File: config.mk
export PLATFORM = sky130hd
export DESIGN_NAME = regfile_sb
export DESIGN_NICKNAME = d
export VERILOG_FILES = /design/src/rtl/regfile_sb_pkg.sv /design/src/rtl/regfile_sb_cell.sv /design/src/rtl/regfile_sb.sv
export SDC_FILE = /design/constraint.sdc
export NUM_CORES = 2
export LEC_CHECK = 0
export CORE_MARGIN = 4
export CORE_UTILIZATION = 35
export CTS_CLUSTER_DIAMETER = 40
export DETAILED_ROUTE_END_ITERATION = 6
export GPL_TIMING_DRIVEN = 0
export SLEW_MARGIN = 15
export SYNTH_ARGS = -nofsm -noshare
export SYNTH_HDL_FRONTEND = slang
export SYNTH_SLANG_ARGS = --single-unit
File: constraint.sdc
create_clock -name clk -period 4.5 [get_ports clk]
set_clock_uncertainty 0.2 [all_clocks]
set_input_delay 0.9 -clock clk [delete_from_list [all_inputs] [get_ports clk]]
set_output_delay 0.9 -clock clk [all_outputs]
set_load 0.05 [all_outputs]
File: src/rtl/regfile_sb_pkg.sv
// ----------------------------------------------------------------------------
// regfile_sb_pkg
// Shared register definitions for the scoreboarded register file: the
// architectural register index names and the default geometry.
// No ports.
// ----------------------------------------------------------------------------
package regfile_sb_pkg;

    localparam int NREG_DEFAULT = 10;
    localparam int W_DEFAULT    = 64;
    localparam int SELW_DEFAULT = 4;

    // Architectural register indices.
    typedef enum logic [3:0] {
        RAX = 4'd0,
        RDI = 4'd1,
        RSI = 4'd2,
        RDX = 4'd3,
        RCX = 4'd4,
        RBP = 4'd5,
        RSP = 4'd6,
        RBX = 4'd7,
        R8  = 4'd8,
        R9  = 4'd9
    } reg_idx_e;

endpackage : regfile_sb_pkg

File: src/rtl/regfile_sb_cell.sv
// ----------------------------------------------------------------------------
// regfile_sb_cell
// One load-enabled storage word with synchronous active-high clear.
// Ports:
//   clk  in   clock
//   rst  in   synchronous clear, dominates the load enable
//   en   in   load enable
//   d    in   W  data to load
//   q    out  W  stored word
// ----------------------------------------------------------------------------
module regfile_sb_cell #(
    parameter int W = 64
) (
    input  logic         clk,
    input  logic         rst,
    input  logic         en,
    input  logic [W-1:0] d,
    output logic [W-1:0] q
);

    logic [W-1:0] data_q;

    // NOTE: register-file storage is cleared by reset here because reading
    // zeros from every register straight after reset is architectural, not
    // just a simulation nicety.
    always_ff @(posedge clk) begin
        if (rst) begin
            data_q <= '0;
        end else if (en) begin
            data_q <= d;
        end
    end

    assign q = data_q;

endmodule : regfile_sb_cell

File: src/rtl/regfile_sb.sv
// ----------------------------------------------------------------------------
// regfile_sb
// Register file with two combinational read ports, one write port with
// same-cycle bypass, and a busy-bit scoreboard for destination reservations.
// Ports:
//   clk, rst               clock; synchronous active-high reset
//   ra_sel/rb_sel   in     read indices; ra_data/rb_data out read data
//   ra_busy/rb_busy out    selected register has a pending reservation
//   we, wsel, wdata in     write port
//   rsv_valid, rsv_sel in  reservation request; rsv_ready out acceptance
//   busy_vec  out          per-register busy bits
//   pend_cnt  out          number of busy registers (registered)
// ----------------------------------------------------------------------------
module regfile_sb
    import regfile_sb_pkg::*;
#(
    parameter int NREG = NREG_DEFAULT,
    parameter int W    = W_DEFAULT,
    parameter int SELW = SELW_DEFAULT
) (
    input  logic            clk,
    input  logic            rst,
    input  logic [SELW-1:0] ra_sel,
    input  logic [SELW-1:0] rb_sel,
    output logic [W-1:0]    ra_data,
    output logic [W-1:0]    rb_data,
    output logic            ra_busy,
    output logic            rb_busy,
    input  logic            we,
    input  logic [SELW-1:0] wsel,
    input  logic [W-1:0]    wdata,
    input  logic            rsv_valid,
    input  logic [SELW-1:0] rsv_sel,
    output logic            rsv_ready,
    output logic [NREG-1:0] busy_vec,
    output logic [SELW:0]   pend_cnt
);

    logic [W-1:0]    rf_q [NREG];
    logic [NREG-1:0] busy_q, busy_d;
    logic [SELW:0]   pend_q, pend_d;

    logic write_hit;     // write to an existing register
    logic rsv_accept;
    logic rsv_tgt_busy;  // busy bit of rsv_sel, 0 when out of range
    logic wr_tgt_busy;   // busy bit of wsel, 0 when out of range
    logic cnt_inc, cnt_dec;

    // Zero-extend the index before comparing so NREG = 2**SELW works.
    function automatic logic in_range(input logic [SELW-1:0] sel);
        return 32'(sel) < NREG;
    endfunction

    assign write_hit = we && in_range(wsel);

    // ------------------------------------------------------------------
    // Storage: one load-enabled cell per register.
    // ------------------------------------------------------------------
    for (genvar i = 0; i < NREG; i++) begin : g_cell
        regfile_sb_cell #(.W(W)) u_cell (
            .clk (clk),
            .rst (rst),
            .en  (write_hit && (wsel == SELW'(i))),
            .d   (wdata),
            .q   (rf_q[i])
        );
    end

    // ------------------------------------------------------------------
    // Read ports with write bypass. A bypassed read sees the value being
    // written, which by definition is no longer pending, so busy reads 0.
    // ------------------------------------------------------------------
    // NOTE: every output of this block gets a default first so no path
    // leaves it unassigned and no latch is inferred.
    always_comb begin
        ra_data      = '0;
        rb_data      = '0;
        ra_busy      = 1'b0;
        rb_busy      = 1'b0;
        rsv_tgt_busy = 1'b0;
        wr_tgt_busy  = 1'b0;
        for (int i = 0; i < NREG; i++) begin
            if (ra_sel == SELW'(i)) begin
                ra_data = rf_q[i];
                ra_busy = busy_q[i];
            end
            if (rb_sel == SELW'(i)) begin
                rb_data = rf_q[i];
                rb_busy = busy_q[i];
            end
            if (rsv_sel == SELW'(i)) rsv_tgt_busy = busy_q[i];
            if (wsel    == SELW'(i)) wr_tgt_busy  = busy_q[i];
        end
        if (write_hit && (wsel == ra_sel)) begin
            ra_data = wdata;
            ra_busy = 1'b0;
        end
        if (write_hit && (wsel == rb_sel)) begin
            rb_data = wdata;
            rb_busy = 1'b0;
        end
    end

    // ------------------------------------------------------------------
    // Scoreboard. A busy register may be re-reserved only by the same
    // cycle's write retiring it.
    // ------------------------------------------------------------------
    assign rsv_ready  = in_range(rsv_sel) &&
                        (!rsv_tgt_busy || (we && (wsel == rsv_sel)));
    assign rsv_accept = rsv_valid && rsv_ready;

    // Count moves only when a bit actually flips: an accept sets a clear
    // bit unless it was busy (then the write retires and re-reserves it),
    // and a write clears a set bit unless the reserve to the same register
    // re-sets it.
    assign cnt_inc = rsv_accept && !rsv_tgt_busy;
    assign cnt_dec = write_hit && wr_tgt_busy &&
                     !(rsv_accept && (rsv_sel == wsel));

    always_comb begin
        busy_d = busy_q;
        for (int i = 0; i < NREG; i++) begin
            if (write_hit  && (wsel    == SELW'(i))) busy_d[i] = 1'b0;
            // Applied after the write clear so a same-register reserve wins.
            if (rsv_accept && (rsv_sel == SELW'(i))) busy_d[i] = 1'b1;
        end

        unique case ({cnt_inc, cnt_dec})
            2'b10:   pend_d = pend_q + 1'b1;
            2'b01:   pend_d = pend_q - 1'b1;
            default: pend_d = pend_q;
        endcase
    end

    // NOTE: sequential state uses non-blocking assignments so every flop
    // samples the pre-edge values regardless of block ordering.
    always_ff @(posedge clk) begin
        if (rst) begin
            busy_q <= '0;
            pend_q <= '0;
        end else begin
            busy_q <= busy_d;
            pend_q <= pend_d;
        end
    end

    assign busy_vec = busy_q;
    assign pend_cnt = pend_q;

endmodule : regfile_sb
# [After elaboration in Yosys (flattened, before gate mapping)]
# Cells that the tools add are included.
[totals] wordCells=200 out_inout_bits=146 regBits=655 inputBits=84
[op_classes] add_sub_neg=2 order_cmp=2 n_reduce_logical=48 n_eq_ne=42 mux=85
[op_table] operator="$mux 64" n=22
[op_table] operator="$eq 4x3->1 const B" n=16
[op_table] operator="$mux 1" n=62
[op_table] operator="$eq 4x2->1 const B" n=8
[op_table] operator="$eq 4x4->1 const B" n=8
[op_table] operator="$logic_and 1x1->1" n=30
[op_table] operator="$reduce_bool 2->1" n=11
[op_table] operator="$eq 4x1->1 const B" n=4
[op_table] operator="$eq 4x4->1" n=4
[op_table] operator="$logic_not 4->1" n=4
[op_table] operator="$pmux 5 s2" n=1
[op_table] operator="$lt 4x4->1 const B" n=2
[op_table] operator="$add 5x1->5 const B" n=1
[op_table] operator="$sub 5x1->5 const B" n=1
[op_table] operator="$eq 2x1->1 const B" n=1
[op_table] operator="$eq 2x2->1 const B" n=1
[op_table] operator="$logic_not 1->1" n=2
[op_table] operator="$logic_or 1x1->1" n=1

# [Depth between registers and ports, before layout]
[depth] word_depth=20 depth_mapped=14 mapped_depth_nobuf=12

# [Modules after synthesis]
# A second synthesis with hierarchy kept.
[unflattened] hier_cells=3995 hier_area_um2=35759.3
[modules_own_cells] mod="regfile_sb_cell" seq_area_each_um2=1281.2 area_per_inst_um2=2290.9 cells_each=206 instances=10
[modules_own_cells] mod="regfile_sb" seq_area_each_um2=300.3 area_per_inst_um2=12849.8 cells_each=1935 instances=1

# [Worst setup path before layout]
# OpenSTA, ideal clock, no wires.
[synth_timing] path_type="input -> output" from="in ra_sel[0]" to="out ra_data[62]" required_time_ns=3.400 setup_slack_ns=0.169 path_stages=8 path_buffers=3 arrival_time_ns=3.231 cell_sequence="buf_2 -> buf_2 -> buf_2 -> nand2_1 -> a21bo_2 -> a311oi_1 -> a211oi_1 -> o31ai_1"
[synth_via] elab_chain_cells=12 elab_cells_between_ends=23 classes_between="10 x eq/ne; 11 x mux; 2 x reduce/logical"
[synth_lines] element="start: declaration" line_no="regfile_sb.sv:23" text="input logic [SELW-1:0] ra_sel,"
[synth_lines] element="$logic_not 4->1" line_no="regfile_sb.sv:83" text="if (ra_sel == SELW'(i)) begin"
[synth_lines] element="$mux 64 (10 in series)" line_no="regfile_sb.sv:83"
[synth_lines] element="$mux 64 (*)" line_no="regfile_sb.sv:94" text="if (write_hit && (wsel == ra_sel)) begin"
[synth_lines] element="end: declaration" line_no="regfile_sb.sv:25" text="output logic [W-1:0] ra_data,"
# Every way passes the cells marked *; elsewhere a longest branch is shown, timed or not.

# [Worst setup path in the final report]
[layout_timing] from="in rb_sel[3]" to="out rb_data[29]"
[layout_via] elab_chain_cells=12 elab_cells_between_ends=23 classes_between="10 x eq/ne; 11 x mux; 2 x reduce/logical"
[layout_lines] element="start: declaration" line_no="regfile_sb.sv:24" text="input logic [SELW-1:0] rb_sel,"
[layout_lines] element="$logic_not 4->1" line_no="regfile_sb.sv:87" text="if (rb_sel == SELW'(i)) begin"
[layout_lines] element="$mux 64 (10 in series)" line_no="regfile_sb.sv:87"
[layout_lines] element="$mux 64 (*)" line_no="regfile_sb.sv:98" text="if (write_hit && (wsel == rb_sel)) begin"
[layout_lines] element="end: declaration" line_no="regfile_sb.sv:26" text="output logic [W-1:0] rb_data,"
# Marks and branches as above.

==> impl_results.md <==
- Number of placement rows: 118
- Total grt overflow: 0
- Finished Cell Area: 46200 um2
- Count leader, synth: nand2_1
- Post-synth EDFFs: 0
- Crit path largest cell delay: 0.58 ns
- Routed Antenna Nets: 0
- First-pass DRT Iterations: 7
- CORE AREA: 103000 um2
- Post-CTS Hold Fix Bufs: 0
- DP HPWL: 158000 um
- Reg-to-Reg End: pend_cnt[4]
- Uppermost routed layer: met5
- Share of cells above drive strength 1: 17.7%
- GRT Total Usage: 40.5%
- Die area: 109000 um2
- Reg2Reg Setup Slack: 0.82 ns
- DR WL met2: 90900 um
- Cell variety after synth: 74
- Worst skew pair latency: 0.73 ns
- Yosys warnings: 0
- Initial antenna violation count: 9
- Final wirelength: 232000 um
- # IOs: 230
- Vias in the first global route: 40600
- Yosys top cell by area: dfxtp_1
- Pwr/cell area: 397 nW/um2
- R2r worst-path depth: 12
- Root buffer selected by CTS: clkbuf_16
- Worst-path cell chain: buf_2 > clkinv_4 > nand2_2 > clkbuf_4 > buf_4 > nor2_1 > o32ai_4 > buf_6
- Sequential-to-total area share from yosys stat: 36.0%
- Buffers on Ports: 220
- Netlist Area Pre-Place: 36400 um2
- Maximum VDD drop: 0.359 mV
- Post-Syn Nets: 5038
- Period minus WS final: 4.65 ns
- Pins over their slew limit: 0
- Top FF cell, synth: dfxtp_1
- Synth area leaders: dfxtp_1 36%, nand2_1 14%, a21oi_1 12%
- Wire length per cell: 34.0 um
- Area post-placement: 40600 um2
- Cells after synthesis: 4949
- CTS tree: yes
- Req. time, crit path: 3.40 ns
- Worst Hold Depth: 2
- Period Utilization, post-route: 103%
- First-pass GRT wire length: 314000 um
- Hold WC Path Type: reg2reg
- RSZ-0062 raised after global routing: false
- Met3 wire len: 35400 um
- Number of synthesized register bits: 655
- Final count of negative-setup-slack endpoints: 37
- Largest net degree at the start of global routing: 17
- CTS Buf Count: 118
- Iter 0 DRT Violations: 7559
- Failing checks: negative setup slack
- CP max stage cell: o32ai_4
- Clock sink count: 655
- Height of the chip: 331 um
- Clk slew on worst S/H paths: 0.05 ns
- Final core utilization: 44.6%
- Most frequent cells after synthesis: 1382 x nand2_1, 861 x a21oi_1, 655 x dfxtp_1
- Post-synth ARST share: 0%
- Worst EP arrival: 3.55 ns
- Worst Tran Pin Value: 1.45 ns
- Via count: 44800
- M1 WL: 84700 um
- Nets: 5422
- R2R Path Start: busy_vec[8]
- Fmax: 215 MHz
- Routed vias/inst: 6.57
- Critical path peak fanout: 10
- Synth Area per Inst: 7.36 um2
- Max Cap Violations: 0
- Worst slew margin: 3.13%
- Final worst-path setup slack: -0.146 ns
- Outcome: complete, but fails checks
- Top cell type's share of synthesized area: 36.0%
- Remaining routing DRC violations: 0
- Die X: 331 um
- GP Congestion: 1.04
- Worst setup EP type: primary output
- Initial core utilization: 35.2%
- End of the worst hold path: g_cell[5].u_cell.q[40]
- Clock buffer depth: 3
- Setup crit start kind: input pin
- Kind of critical path: in2out
- Clock H-tree levels: 3
- Hold path start: g_cell[5].u_cell.q[40]
- Count of final hold-check violations: 0
- LEAKAGE: 15.8 nW
- Area growth, synth to finish: 26.7%
-- per-stage QoR --
stage                     total power, mW  worst slack, ns  instances  hold WS [ns]  TNS, ns
after floorplan                      7.34            0.169       4949         0.241        0
after global placement               8.44            -3.21       6549         0.251  -270.58
after detailed placement             8.46            -2.36       6558         0.256  -241.41
after CTS                            18.1          -0.0967       6811         0.266   -0.571
after global routing                 18.5          0.00173       6816         0.284        0
final                                18.3           -0.146       6821         0.267    -1.44
-- state kept, by name, indices dropped and copies added (netlist names) --
name and flops:
busy_vec 10, g_cell.u_cell.q 640, pend_cnt 5
-- worst max path at each step --
stage / startpoint / endpoint / depth (start not counted)
after global placement: rb_sel[2] / rb_data[29] / 8
after CTS: rb_sel[2] / rb_data[44] / 7
after global routing: rb_sel[2] / rb_data[55] / 10
after floorplan: ra_sel[0] / ra_data[62] / 8
after detailed placement: rb_sel[2] / rb_data[32] / 9
final: rb_sel[3] / rb_data[29] / 8
-- logic make-up after synthesis --
family	Yosys count	share of synthesized area (%)
simple gates	1690	18.7
fa+ha+maj	5	0.192
xor+xnor	16	0.384
mux	215	6.71
flops	655	36.0
compound gates	1810	31.4
buf+inv	558	6.66
-- area by class of cell --
type | count | area [um2]
Sequential cell | 655 | 13100
Fill cell | 10600 | 57300
Clock inverter | 85 | 1080
Timing Repair Buffer | 272 | 2640
Buffer | 544 | 3010
Antenna cell | 5 | 12.5
Inverter | 6 | 30.0
Multi-Input combinational cell | 3736 | 21400
Clock buffer | 138 | 3190
Tap cell | 1380 | 1730
-- cell usage in the layout (no fill, tap or decap), drive strengths merged, types with 14 or more instances in the layout --
| master | count |
|---|---|
| a211oi | 45 |
| mux2i | 44 |
| nor2 | 186 |
| bufinv | 17 |
| nor2b | 14 |
| inv | 27 |
| o31ai | 18 |
| o21a | 53 |
| nand2 | 1383 |
| clkdlybuf4s50 | 83 |
| o22ai | 111 |
| clkinv | 35 |
| o221ai | 55 |
| buf | 292 |
| clkbuf | 502 |
| a2bb2oi | 82 |
| a221oi | 71 |
| xnor2 | 14 |
| nand2b | 16 |
| a21o | 44 |
| mux2 | 164 |
| dfxtp | 655 |
| a22oi | 172 |
| a21oi | 861 |
| o21ai | 158 |
| clkdlybuf4s15 | 71 |
| a221o | 82 |
-- layer usage --
layer	GRT usage (%)	up-vias
met5	1.38	-
met4	29.1	14
met3	16.2	1089
met2	56.3	4000
met1	50.2	21300
li1	-	18400
-- worst max-delay path, delay by kind of cell --
| family | cells | cell delay, ns |
|---|---|---|
| buffers and inverters | 5 | 1.57 |
| and+or+nand+nor | 2 | 0.46 |
| AOI/OAI and AO/OA | 1 | 0.58 |
-- power by group --
group          leakage (nW)  internal, mW  switching [mW]  total, mW
registers              5.29          5.88          0.0765       5.96
logic                  8.46         0.700            1.93       2.63
clock network          2.07          6.11            3.65       9.76
-- what timing repair did --
item,CTS,global route
cloned,1,0
pin swaps,19,11
setup buffers,36,6
endpoints found under the setup margin,131,120
resized for setup,850,116
Power figures use the tool's default switching activity.
